--- config.mk ---
export PLATFORM = sky130hd
export DESIGN_NAME = tea_encryptor
export DESIGN_NICKNAME = d
export VERILOG_FILES = /design/src/rtl/tea_pkg.sv /design/src/rtl/tea_enc_round.sv /design/src/rtl/tea_encryptor.sv
export SDC_FILE = /design/constraint.sdc
export NUM_CORES = 1
export LEC_CHECK = 0
export CORE_MARGIN = 5
export CORE_UTILIZATION = 45
export DETAILED_ROUTE_END_ITERATION = 16
export DONT_BUFFER_PORTS = 1
export GPL_TIMING_DRIVEN = 0
export PLACE_DENSITY_LB_ADDON = 0.1
export SKIP_LAST_GASP = 1
export SYNTH_ARGS = -nofsm -noshare
export SYNTH_HDL_FRONTEND = slang
export SYNTH_HIERARCHICAL = 1
export SYNTH_SLANG_ARGS = --single-unit
--- constraint.sdc ---
create_clock -name clk -period 19.8 [get_ports clk]
set_input_delay 2.97 -clock clk [delete_from_list [all_inputs] [get_ports clk]]
set_output_delay 2.97 -clock clk [all_outputs]
set_load 0.005 [all_outputs]
--- src/rtl/tea_pkg.sv ---
// Shared TEA constants, FSM state encoding and key/round helpers for the TEA encryptor.
// The optional two-cycles-per-clock datapath is selected with TEA_ENC_UNROLL2_EN.
package tea_pkg;

  localparam logic [31:0] TEA_DELTA     = 32'h9E3779B9;
  localparam int          TEA_ROUNDS    = 32;
  localparam logic [31:0] TEA_SUM_FINAL = 32'hC6EF3720;

  typedef enum logic [1:0] {
    ST_IDLE = 2'd0,
    ST_RUN  = 2'd1,
    ST_DONE = 2'd2
  } tea_state_e;

  // k0 is the most significant word of the 128-bit key.
  localparam logic [1:0] KEY_K0 = 2'd0;
  localparam logic [1:0] KEY_K1 = 2'd1;
  localparam logic [1:0] KEY_K2 = 2'd2;
  localparam logic [1:0] KEY_K3 = 2'd3;

  function automatic logic [31:0] tea_key_word(input logic [127:0] k, input logic [1:0] idx);
    logic [31:0] w;
    case (idx)
      KEY_K0:  w = k[127:96];
      KEY_K1:  w = k[95:64];
      KEY_K2:  w = k[63:32];
      default: w = k[31:0];
    endcase
    return w;
  endfunction

  // Half-round mixing term; v is the half being fed in, s the already advanced sum.
  function automatic logic [31:0] tea_mix(input logic [31:0] v, input logic [31:0] s,
                                          input logic [31:0] ka, input logic [31:0] kb);
    return ((v << 4) + ka) ^ (v + s) ^ ((v >> 5) + kb);
  endfunction

endpackage

--- src/rtl/tea_enc_round.sv ---
// One combinational TEA Feistel cycle (both half-rounds); sum_n is the sum after adding delta.
module tea_enc_round
  import tea_pkg::*;
(
  input  logic [31:0] v0,
  input  logic [31:0] v1,
  input  logic [31:0] sum_n,
  input  logic [31:0] k0,
  input  logic [31:0] k1,
  input  logic [31:0] k2,
  input  logic [31:0] k3,
  output logic [31:0] v0_n,
  output logic [31:0] v1_n
);

  // The second half-round consumes the freshly updated v0.
  assign v0_n = v0 + tea_mix(v1, sum_n, k0, k1);
  assign v1_n = v1 + tea_mix(v0_n, sum_n, k2, k3);

endmodule

--- src/rtl/tea_encryptor.sv ---
// Iterative handshaked TEA block encryptor, one Feistel cycle per clock.
// Defining TEA_ENC_UNROLL2_EN chains two cycles per clock, halving latency.
module tea_encryptor
  import tea_pkg::*;
#(
  parameter int ROUNDS = TEA_ROUNDS
) (
  input  logic         clk,
  input  logic         rst_n,
  input  logic [127:0] key,
  input  logic [63:0]  plain,
  input  logic         in_valid,
  output logic         in_ready,
  output logic [63:0]  cipher,
  output logic         out_valid,
  input  logic         out_ready
);

  localparam logic [1:0] IDLE = ST_IDLE;
  localparam logic [1:0] RUN  = ST_RUN;
  localparam logic [1:0] DONE = ST_DONE;

`ifdef TEA_ENC_UNROLL2_EN
  localparam int STEPS = ROUNDS / 2;
`else
  localparam int STEPS = ROUNDS;
`endif
  localparam int              CNT_W = (STEPS > 1) ? $clog2(STEPS) : 1;
  localparam logic [CNT_W-1:0] LAST = CNT_W'(STEPS - 1);

  logic [1:0]       state;
  logic [CNT_W-1:0] cnt;
  logic [31:0]      sum_q;
  logic [31:0]      v0_q;
  logic [31:0]      v1_q;
  logic [127:0]     key_q;

  logic [31:0] k0, k1, k2, k3;
  logic [31:0] sum_a;
  logic [31:0] sum_n;
  logic [31:0] v0_n;
  logic [31:0] v1_n;

  assign k0 = tea_key_word(key_q, KEY_K0);
  assign k1 = tea_key_word(key_q, KEY_K1);
  assign k2 = tea_key_word(key_q, KEY_K2);
  assign k3 = tea_key_word(key_q, KEY_K3);

  assign sum_a = sum_q + TEA_DELTA;

`ifdef TEA_ENC_UNROLL2_EN
  logic [31:0] v0_a;
  logic [31:0] v1_a;
  logic [31:0] sum_b;

  assign sum_b = sum_a + TEA_DELTA;

  tea_enc_round u_round0 (
    .v0    (v0_q),
    .v1    (v1_q),
    .sum_n (sum_a),
    .k0    (k0),
    .k1    (k1),
    .k2    (k2),
    .k3    (k3),
    .v0_n  (v0_a),
    .v1_n  (v1_a)
  );

  tea_enc_round u_round1 (
    .v0    (v0_a),
    .v1    (v1_a),
    .sum_n (sum_b),
    .k0    (k0),
    .k1    (k1),
    .k2    (k2),
    .k3    (k3),
    .v0_n  (v0_n),
    .v1_n  (v1_n)
  );

  assign sum_n = sum_b;
`else
  tea_enc_round u_round0 (
    .v0    (v0_q),
    .v1    (v1_q),
    .sum_n (sum_a),
    .k0    (k0),
    .k1    (k1),
    .k2    (k2),
    .k3    (k3),
    .v0_n  (v0_n),
    .v1_n  (v1_n)
  );

  assign sum_n = sum_a;
`endif

  assign in_ready  = (state == IDLE);
  assign out_valid = (state == DONE);
  assign cipher    = {v0_q, v1_q};

  // Data registers are reset too so the block presents all-zero state after reset.
  always_ff @(posedge clk) begin
    if (!rst_n) begin
      state <= IDLE;
      cnt   <= '0;
      sum_q <= '0;
      v0_q  <= '0;
      v1_q  <= '0;
      key_q <= '0;
    end else begin
      case (state)
        IDLE: begin
          if (in_valid) begin
            key_q <= key;
            v0_q  <= plain[63:32];
            v1_q  <= plain[31:0];
            sum_q <= '0;
            cnt   <= '0;
            state <= RUN;
          end
        end
        RUN: begin
          sum_q <= sum_n;
          v0_q  <= v0_n;
          v1_q  <= v1_n;
          if (cnt == LAST) begin
            state <= DONE;
          end else begin
            cnt <= cnt + CNT_W'(1);
          end
        end
        DONE: begin
          if (out_ready) begin
            state <= IDLE;
          end
        end
        default: state <= IDLE;
      endcase
    end
  end

endmodule

==> metrics.txt, run 1 <==
# TYPE chip_impl_metric gauge
chip_impl_info{name="worst_setup_path_start_kind",value="register"} 1
chip_impl_metric{name="finalCritPeriodShare",unit="%"} 56.40
chip_impl_metric{name="synth.ff_latch_count",unit=""} 231
chip_impl_metric{name="synth-edff-count",unit=""} 0
chip_impl_metric{name="cts.sinks",unit=""} 231
chip_impl_metric{name="grt_pass1_vias",unit=""} 19545
chip_impl_metric{name="worst_slew_pin_tran",unit="ns"} 1.225
chip_impl_metric{name="grt.overflow.total",unit=""} 0
chip_impl_metric{name="io_buffers",unit=""} 0
chip_impl_info{name="cts.root.buffer_cell",value="clkbuf_16"} 1
chip_impl_metric{name="die_x_extent",unit="um"} 229.6
chip_impl_info{name="crit_slowest_cell",value="xnor2_1"} 1
chip_impl_metric{name="grt.total_usage",unit="%"} 27.82
chip_impl_metric{name="wire_length_of_the_first_global_routing_pass",unit="um"} 114500
chip_impl_info{name="cts_tree",value="built"} 1
chip_impl_metric{name="final-hold-violation-count",unit=""} 0
chip_impl_metric{name="synthDominantCellAreaShare",unit="%"} 21.30
chip_impl_metric{name="worst_setup_hold_path_clk_slew",unit="ns"} 0.06
chip_impl_metric{name="warnings_synthesis",unit=""} 6
chip_impl_metric{name="post_layout_net_count",unit=""} 3237
chip_impl_metric{name="area_delta_synth_final",unit="%"} 8.167
chip_impl_metric{name="post_synth_num_cell_types",unit=""} 90
chip_impl_metric{name="io-pin-count",unit=""} 262
chip_impl_metric{name="effective_utilization_at_floorplan",unit="%"} 45.47
chip_impl_metric{name="htree_num_levels",unit=""} 1
chip_impl_info{name="synth.most_common_cell",value="nand2_1"} 1
chip_impl_metric{name="worstSkewPairLatency",unit="ns"} 0.59
chip_impl_info{name="worst-setup-path-type",value="reg -> reg"} 1
chip_impl_metric{name="post-route-drc-count",unit=""} 0
chip_impl_metric{name="synth_cells",unit=""} 2752
chip_impl_metric{name="cts_hold_buffers",unit=""} 0
chip_impl_metric{name="worst-path-max-fanout",unit=""} 7
chip_impl_metric{name="avgSynthCellArea",unit="sq um"} 7.889
chip_impl_metric{name="num_vias",unit=""} 20084
chip_impl_metric{name="post-dp-hpwl",unit="um"} 64230
chip_impl_metric{name="synth_seq_area_share",unit="%"} 21.30
chip_impl_metric{name="drt_iter0_markers",unit=""} 1474
chip_impl_metric{name="finish.utilization",unit="%"} 49.18
chip_impl_metric{name="gp_congestion",unit=""} 0.9497
chip_impl_metric{name="core.rowCount",unit=""} 80
chip_impl_info{name="worst_path_most_repeated_cell",value="a21o_1"} 1
chip_impl_metric{name="crit_path_max_incr_delay",unit="ns"} 0.76
chip_impl_metric{name="clock_skew",unit="ns"} 0.01047
chip_impl_metric{name="max_freq",unit="GHz"} 0.08955
chip_impl_metric{name="die_height",unit="um"} 229.6
chip_impl_metric{name="pre_cts_ws",unit="ns"} 8.883
chip_impl_metric{name="synthesis.nets",unit=""} 3206
chip_impl_info{name="synthTopCellsByArea",value="dfxtp_1, ha_1, xnor2_1"} 1
chip_impl_metric{name="layout_setup_ws",unit="ns"} 8.633
chip_impl_metric{name="timing.critical_path.required",unit="ns"} 20.33
chip_impl_metric{name="postSynth.asyncResetShare",unit="%"} 0
chip_impl_metric{name="route.detailed.vias_per_inst",unit=""} 5.866
chip_impl_metric{name="postRouteWirelength",unit="um"} 77430
chip_impl_metric{name="antenna_found_initial",unit=""} 8
chip_impl_metric{name="pin_count_of_the_biggest_net_entering_global_routing",unit=""} 15
chip_impl_info{name="dominantRegCellSynth",value="dfxtp_1"} 1
chip_impl_info{name="type_of_element_capturing_the_critical_path",value="register"} 1
chip_impl_metric{name="share_of_layout_cells_above_drive_strength_1",unit="%"} 3.066
chip_impl_info{name="synth.cells.most_frequent",value="nand2_1, xnor2_1, ha_1"} 1
chip_impl_metric{name="final_max_slew_viol_count",unit=""} 0
chip_impl_metric{name="post_cts_setup_inserts",unit=""} 0
chip_impl_metric{name="clock_tree.buffer_depth",unit=""} 3
chip_impl_metric{name="critical_path_arrival",unit="ns"} 11.70
chip_impl_info{name="unrepaired_setup_endpoints_after_global_routing",value="false"} 1
chip_impl_metric{name="finalWorstPathRequiredPeriod",unit="ns"} 11.17
chip_impl_info{name="outcome",value="finished clean"} 1
chip_impl_metric{name="fp.dieArea",unit="sq um"} 52740
chip_impl_metric{name="first_pass_iters",unit=""} 5
chip_impl_info{name="post-synth-top-area-cell",value="dfxtp_1"} 1
chip_impl_metric{name="setup_total_negative_slack",unit="ns"} 0
chip_impl_metric{name="ant_nets_after_route",unit=""} 0
chip_impl_metric{name="routedWlPerCell",unit="um"} 22.61
chip_impl_metric{name="relSlewSlack",unit="%"} 18.34
chip_impl_metric{name="numCtsBuffers",unit=""} 29
chip_impl_info{name="min_path_type",value="reg -> reg"} 1
chip_impl_metric{name="setup_viol_count_final",unit=""} 0
chip_impl_metric{name="cts-resized-gates",unit=""} 0
chip_impl_metric{name="core_area",unit="sq um"} 47750
chip_impl_metric{name="post_synth_instance_area",unit="sq um"} 21710
chip_impl_metric{name="max-cap-violations",unit=""} 0
worst paths after layout:
path / start / slack (ns) / to / cells past startpoint
worst max-delay path: sum_q[0] / 8.63 / v1_q[31] / 43
worst min-delay path: key_q[21] / 0.47 / key_q[21] / 2
worst max register to register: sum_q[0] / 8.63 / v1_q[31] / 43
worst min register to register: key_q[21] / 0.47 / key_q[21] / 2
layer usage:
metal  track usage [%]  vias up  routed length, um
li1                  -     9837                  -
met1             36.62     9546              34710
met2             46.63      571              35020
met3             5.041      122               4984
met4             8.213        8               2661
met5                 0        -                 49
critical path: cells and delay by family (launching register included):
family                   cells  cell delay (ns)
AO/OA/AOI/OAI               21             5.41
XOR/XNOR                     8             2.44
adder cells (fa/ha/maj)      5             1.87
AND/OR/NAND/NOR              9             1.02
flip-flops                   1             0.35
placed cells by master (no fill, tap or decap), drive strengths merged, types with 67 or more instances in the layout:
cell,instances
a21boi,136
a21o,128
a21oi,206
clkbuf,131
dfxtp,231
ha,250
inv,73
nand2,511
nand3,106
nor2,97
o211a,67
o21ai,117
xnor2,304
xor2,76
layout make-up:
type                       instances  area, sq um
antenna                            4        10.01
buffer                            96        367.9
clock buffer                      41        800.8
clock inverter                    12        191.4
fill                            4732        24260
inverter                          72        270.3
multi-input combinational       2353        16450
sequential                       231         4624
tap                              615        769.5
state kept, by name, summed over array words and instances (netlist names):
register,flops
v1_q,32
cnt,5
key_q,128
v0_q,32
sum_q,32
state,2
stage by stage:
step / hold slack [ns] / instances / cell area, sq um
finish: 0.4717 / 3424 / 23480
floorplan: 0.4472 / 2752 / 21710
CTS: 0.4715 / 3420 / 23470
detailed placement: 0.4639 / 3367 / 22480
global route: 0.4920 / 3423 / 23480
global placement: 0.4601 / 3367 / 22480
kinds of logic after synthesis:
logic type | after synthesis | share of synthesized area [%]
and+or+nand+nor | 878 | 17.80
AOI/OAI and AO/OA | 832 | 26.90
DFF | 231 | 21.30
buffers and inverters | 168 | 2.934
adders and majority gates | 258 | 15.15
xor gates and xnor gates | 385 | 15.92
Power of run 1 is left out: the tool's default activity adds up to more than one toggle a clock period on the data nets, which glitch-free logic cannot reach.
==> run 2: changes to the inputs <==
==> constraint.sdc (replaced) <==
create_clock -name clk -period 9.15 [get_ports clk]
set_input_delay 1.3725 -clock clk [delete_from_list [all_inputs] [get_ports clk]]
set_output_delay 1.3725 -clock clk [all_outputs]
set_load 0.005 [all_outputs]
==> metrics.txt, run 2 (synthesized netlist as in run 1, its figures left out) <==
# TYPE chip_impl_metric gauge
chip_impl_metric{name="gp_congestion",unit=""} 0.9497
chip_impl_metric{name="critical_path_arrival",unit="ns"} 9.74
chip_impl_metric{name="route.detailed.vias_per_inst",unit=""} 5.898
chip_impl_metric{name="antenna_found_initial",unit=""} 8
chip_impl_metric{name="setup_viol_count_final",unit=""} 3
chip_impl_info{name="cts.root.buffer_cell",value="clkbuf_16"} 1
chip_impl_metric{name="largest_reg_flops",unit=""} 128
chip_impl_metric{name="cts_hold_buffers",unit=""} 0
chip_impl_metric{name="finalWorstPathRequiredPeriod",unit="ns"} 9.268
chip_impl_info{name="crit_slowest_cell",value="a2111oi_4"} 1
chip_impl_metric{name="max_freq",unit="GHz"} 0.1079
chip_impl_metric{name="io-pin-count",unit=""} 262
chip_impl_info{name="worst-setup-path-type",value="reg -> reg"} 1
chip_impl_info{name="largest_register",value="key_q"} 1
chip_impl_metric{name="fp.dieArea",unit="sq um"} 52740
chip_impl_metric{name="effective_utilization_at_floorplan",unit="%"} 45.47
chip_impl_info{name="unrepaired_setup_endpoints_after_global_routing",value="true"} 1
chip_impl_metric{name="timing.critical_path.required",unit="ns"} 9.62
chip_impl_metric{name="first_pass_iters",unit=""} 6
chip_impl_metric{name="die_height",unit="um"} 229.6
chip_impl_metric{name="post-route-drc-count",unit=""} 0
chip_impl_metric{name="clock_skew",unit="ns"} 0.01816
chip_impl_metric{name="layout_setup_ws",unit="ns"} -0.1180
chip_impl_metric{name="htree_num_levels",unit=""} 1
chip_impl_metric{name="area_delta_synth_final",unit="%"} 19.01
chip_impl_metric{name="cts.sinks",unit=""} 231
chip_impl_metric{name="grt.overflow.total",unit=""} 0
chip_impl_metric{name="grt_pass1_vias",unit=""} 19880
chip_impl_info{name="worst_path_most_repeated_cell",value="a21o_1"} 1
chip_impl_metric{name="die_x_extent",unit="um"} 229.6
chip_impl_info{name="type_of_element_capturing_the_critical_path",value="register"} 1
chip_impl_metric{name="finalCritPeriodShare",unit="%"} 101.3
chip_impl_metric{name="final_max_slew_viol_count",unit=""} 0
chip_impl_metric{name="core.rowCount",unit=""} 80
chip_impl_info{name="cts_tree",value="built"} 1
chip_impl_metric{name="max-cap-violations",unit=""} 0
chip_impl_info{name="min_path_type",value="reg -> reg"} 1
chip_impl_metric{name="relSlewSlack",unit="%"} 17.89
chip_impl_metric{name="ant_nets_after_route",unit=""} 0
chip_impl_info{name="most_used_cells_in_the_layout_excluding_fill_and_tap_cells",value="nand2_1, xnor2_1, dfxtp_1"} 1
chip_impl_metric{name="worst_slew_pin_tran",unit="ns"} 1.232
chip_impl_metric{name="routedWlPerCell",unit="um"} 23.06
chip_impl_metric{name="postRouteWirelength",unit="um"} 80950
chip_impl_info{name="failed_checks",value="negative setup slack"} 1
chip_impl_metric{name="crit_path_max_incr_delay",unit="ns"} 0.42
chip_impl_info{name="outcome",value="complete, but fails checks"} 1
chip_impl_metric{name="numCtsBuffers",unit=""} 29
chip_impl_metric{name="io_buffers",unit=""} 0
chip_impl_metric{name="final-hold-violation-count",unit=""} 0
chip_impl_metric{name="path_buf_inv",unit=""} 4
chip_impl_info{name="worst_setup_path_start_kind",value="register"} 1
chip_impl_metric{name="share_of_layout_cells_above_drive_strength_1",unit="%"} 13.19
chip_impl_metric{name="num_vias",unit=""} 20702
chip_impl_info{name="leading_cell_type_in_the_layout_fill_and_taps_excluded",value="nand2_1"} 1
chip_impl_metric{name="wire_length_of_the_first_global_routing_pass",unit="um"} 117100
chip_impl_metric{name="worst_hold_slack_across_all_endpoints",unit="ns"} 0.4720
chip_impl_metric{name="pin_count_of_the_biggest_net_entering_global_routing",unit=""} 15
chip_impl_metric{name="worst-path-max-fanout",unit=""} 4
chip_impl_metric{name="clock_tree.buffer_depth",unit=""} 3
chip_impl_metric{name="core_area",unit="sq um"} 47750
chip_impl_metric{name="drt_iter0_markers",unit=""} 1752
chip_impl_metric{name="grt.total_usage",unit="%"} 28.47
chip_impl_metric{name="worstSkewPairLatency",unit="ns"} 0.59
chip_impl_metric{name="post-dp-hpwl",unit="um"} 64230
chip_impl_metric{name="worst_setup_hold_path_clk_slew",unit="ns"} 0.06
chip_impl_info{name="timing.critical_path.max_delay_family",value="compound AO/OA/AOI/OAI gates"} 1
chip_impl_metric{name="post_layout_net_count",unit=""} 3321
==> run 2: cell count changes in the layout (fill, tap and decap cells not counted), sizes merged <==
cell | before | now
clkbuf | 131 | 129
diode | 4 | 6
buf | 6 | 92
==> run 2: path summary, 6_finish.rpt <==
| path | slack, ns | end | cells past startpoint | start |
|---|---|---|---|---|
| worst min-delay path | 0.47 | key_q[0] | 2 | key_q[0] |
| worst min register to register | 0.47 | key_q[0] | 2 | key_q[0] |
| worst max register to register | -0.12 | v1_q[31] | 48 | sum_q[0] |
| worst max-delay path | -0.12 | v1_q[31] | 48 | sum_q[0] |
==> run 2: stage by stage <==
stage | setup WS (ns) | instance area [sq um] | util (%) | setup TNS, ns | cells
finish | -0.1180 | 25840 | 54.11 | -0.2732 | 3510
global route | -0.3443 | 25830 | 54.10 | -1.165 | 3507
CTS | 0.0005018 | 24570 | 51.46 | 0 | 3464
detailed placement | -1.767 | 22480 | 47.08 | -16.72 | 3367
global placement | -1.671 | 22480 | 47.08 | -14.95 | 3367
floorplan | 0.6869 | 21710 | - | 0 | 2752
==> run 2: layout make-up <==
class	count	area [sq um]
Timing Repair Buffer	86	665.6
Antenna cell	6	15.01
Inverter	72	270.3
Buffer	94	360.3
Fill cell	4442	21910
Tap cell	615	769.5
Clock inverter	12	191.4
Sequential cell	231	4636
Clock buffer	41	800.8
Multi-Input combinational cell	2353	18130
==> run 2: what timing repair did <==
action | 4_1_cts | 5_1_grt
resized for setup | 126 | 156
pin swaps | 53 | 119
setup endpoints to repair | 17 | 10
setup buffers | 46 | 43
==> run 2: routing by layer <==
metal	vias up	GRT usage [%]	wire, um
met5	-	0	60
met4	8	8.607	2869
met3	144	5.103	5810
met2	704	47.32	36990
met1	9868	37.74	35220
li1	9978	-	-
==> run 2: worst min-delay path, cell delays in order, from the launching register on <==
cell and delay, ns:
dfxtp_1 0.31, nand2_1 0.05, a21boi_0 0.07
Power of run 2 is left out for the same reason.
==> run 3: changes to the inputs <==
--- a/config.mk
+++ b/config.mk
@@ -11,6 +11,7 @@
 export DONT_BUFFER_PORTS = 1
 export GPL_TIMING_DRIVEN = 0
 export PLACE_DENSITY_LB_ADDON = 0.1
+export SKIP_CTS_REPAIR_TIMING = 1
 export SKIP_LAST_GASP = 1
 export SYNTH_ARGS = -nofsm -noshare
 export SYNTH_HDL_FRONTEND = slang
==> metrics.txt, run 3 (synthesized netlist as in run 1, its figures left out) <==
# TYPE chip_impl_metric gauge
chip_impl_info{name="outcome",value="complete, but fails checks"} 1
chip_impl_info{name="failed_checks",value="negative setup slack"} 1
chip_impl_metric{name="worst-path-max-fanout",unit=""} 6
chip_impl_metric{name="post-route-drc-count",unit=""} 0
chip_impl_info{name="leading_cell_type_in_the_layout_fill_and_taps_excluded",value="nand2_1"} 1
chip_impl_metric{name="finalCritPeriodShare",unit="%"} 101.1
chip_impl_metric{name="grt_pass1_vias",unit=""} 19545
chip_impl_metric{name="first_pass_iters",unit=""} 6
chip_impl_metric{name="worstSkewPairLatency",unit="ns"} 0.59
chip_impl_metric{name="fp.dieArea",unit="sq um"} 52740
chip_impl_metric{name="antenna_found_initial",unit=""} 8
chip_impl_metric{name="grt.overflow.total",unit=""} 0
chip_impl_metric{name="setup_viol_count_final",unit=""} 3
chip_impl_info{name="hold-path-endpoint",value="key_q[102]"} 1
chip_impl_metric{name="wire_length_of_the_first_global_routing_pass",unit="um"} 114500
chip_impl_metric{name="share_of_layout_cells_above_drive_strength_1",unit="%"} 12.14
chip_impl_info{name="worstReg2RegEnd",value="v1_q[31]"} 1
chip_impl_metric{name="finalWorstPathRequiredPeriod",unit="ns"} 9.253
chip_impl_metric{name="grt.total_usage",unit="%"} 27.82
chip_impl_metric{name="io-pin-count",unit=""} 262
chip_impl_metric{name="clock_skew",unit="ns"} 0.01292
chip_impl_info{name="cts_tree",value="built"} 1
chip_impl_metric{name="critical_path_arrival",unit="ns"} 9.73
chip_impl_info{name="unrepaired_setup_endpoints_after_global_routing",value="true"} 1
chip_impl_metric{name="fillCellCount",unit=""} 4490
chip_impl_metric{name="final_max_slew_viol_count",unit=""} 0
chip_impl_metric{name="routedWlPerCell",unit="um"} 22.74
chip_impl_metric{name="reg2reg_setup_slack",unit="ns"} -0.10
chip_impl_metric{name="r2r.worst_path.cells",unit=""} 49
chip_impl_metric{name="effective_utilization_at_floorplan",unit="%"} 45.47
chip_impl_metric{name="io_buffers",unit=""} 0
chip_impl_metric{name="instances_no_fill",unit=""} 3503
chip_impl_metric{name="num_vias",unit=""} 20561
chip_impl_metric{name="die_x_extent",unit="um"} 229.6
chip_impl_info{name="crit_slowest_cell",value="a221o_1"} 1
chip_impl_info{name="cts.root.buffer_cell",value="clkbuf_16"} 1
chip_impl_info{name="min-delay-start",value="key_q[102]"} 1
chip_impl_metric{name="ant_nets_after_route",unit=""} 0
chip_impl_metric{name="route.detailed.vias_per_inst",unit=""} 5.870
chip_impl_metric{name="largest_reg_flops",unit=""} 128
chip_impl_info{name="worst-setup-path-type",value="reg -> reg"} 1
chip_impl_info{name="type_of_element_capturing_the_critical_path",value="register"} 1
chip_impl_metric{name="relSlewSlack",unit="%"} 18.09
chip_impl_metric{name="crit_path_max_incr_delay",unit="ns"} 0.41
chip_impl_metric{name="post_layout_net_count",unit=""} 3314
chip_impl_info{name="most_used_cells_in_the_layout_excluding_fill_and_tap_cells",value="nand2_1, xnor2_1, dfxtp_1"} 1
chip_impl_metric{name="numCtsBuffers",unit=""} 29
chip_impl_metric{name="drt_iter0_markers",unit=""} 1635
chip_impl_metric{name="area_delta_synth_final",unit="%"} 17.51
chip_impl_metric{name="core.rowCount",unit=""} 80
chip_impl_metric{name="max_freq",unit="GHz"} 0.1081
chip_impl_metric{name="pin_count_of_the_biggest_net_entering_global_routing",unit=""} 15
chip_impl_metric{name="dp_cells",unit=""} 3367
chip_impl_metric{name="final_area",unit="sq um"} 25510
chip_impl_metric{name="worst_setup_hold_path_clk_slew",unit="ns"} 0.06
chip_impl_info{name="worstReg2RegStart",value="sum_q[0]"} 1
chip_impl_metric{name="core_area",unit="sq um"} 47750
chip_impl_metric{name="worst_slew_pin_tran",unit="ns"} 1.229
chip_impl_metric{name="post-dp-hpwl",unit="um"} 64230
chip_impl_metric{name="clock_tree.buffer_depth",unit=""} 3
chip_impl_info{name="min_path_type",value="reg -> reg"} 1
chip_impl_metric{name="finish.utilization",unit="%"} 53.43
chip_impl_info{name="largest_register",value="key_q"} 1
chip_impl_metric{name="die_height",unit="um"} 229.6
chip_impl_metric{name="postRouteWirelength",unit="um"} 79660
chip_impl_metric{name="final-hold-violation-count",unit=""} 0
chip_impl_metric{name="layout_setup_ws",unit="ns"} -0.1030
chip_impl_info{name="worst_setup_path_start_kind",value="register"} 1
chip_impl_metric{name="timing.critical_path.required",unit="ns"} 9.62
chip_impl_metric{name="pre_cts_ws",unit="ns"} -1.767
chip_impl_metric{name="max-cap-violations",unit=""} 0
chip_impl_metric{name="gp_congestion",unit=""} 0.9497
chip_impl_metric{name="cts.sinks",unit=""} 231
chip_impl_metric{name="htree_num_levels",unit=""} 1
chip_impl_metric{name="postPlaceCellArea",unit="sq um"} 22480
chip_impl_metric{name="holdPathStages",unit=""} 2
[run 3: worst max-delay path, delay by kind of cell, from the launching register on]
| family | cells | cell delay (ns) |
|---|---|---|
| simple gates | 12 | 1.16 |
| xor+xnor | 11 | 2.12 |
| buf+inv | 2 | 0.35 |
| flops | 1 | 0.37 |
| fa+ha+maj | 5 | 1.29 |
| compound gates | 19 | 3.80 |
[run 3: worst max-delay path by stage]
stage,start,to,slack [ns]
final,sum_q[0],v1_q[31],-0.10
after global routing,sum_q[0],v1_q[31],-0.41
after CTS,sum_q[0],v1_q[31],-1.85
after detailed placement,sum_q[0],v1_q[31],-1.77
after global placement,sum_q[0],v1_q[30],-1.67
after floorplan,sum_q[0],v1_q[31],0.69
[run 3: final cells by class]
class	instances	area (sq um)	area share, %
diodes	6	15.01	0.05885
plain buffers	94	362.8	1.422
clock buffers	41	800.8	3.139
clock inverters	12	191.4	0.7504
inverters	72	270.3	1.059
multi-input cells	2353	17850	69.96
flip-flops and latches	231	4642	18.20
well taps	615	769.5	3.016
repair buffers	79	611.8	2.398
[run 3: per-layer routing]
metal	track usage, %	wire length (um)	up-vias
li1	-	-	9967
met1	36.62	35190	9826
met2	46.63	36580	629
met3	5.041	5282	133
met4	8.213	2549	6
met5	0	52	-
[run 3: through the flow]
step	TNS [ns]	hold WS, ns
2_1_floorplan	0	0.4472
3_3_place_gp	-14.95	0.4601
3_5_place_dp	-16.72	0.4639
4_1_cts	-17.82	0.4715
5_1_grt	-1.353	0.4920
6_report	-0.2407	0.4711
Power of run 3 is left out for the same reason.
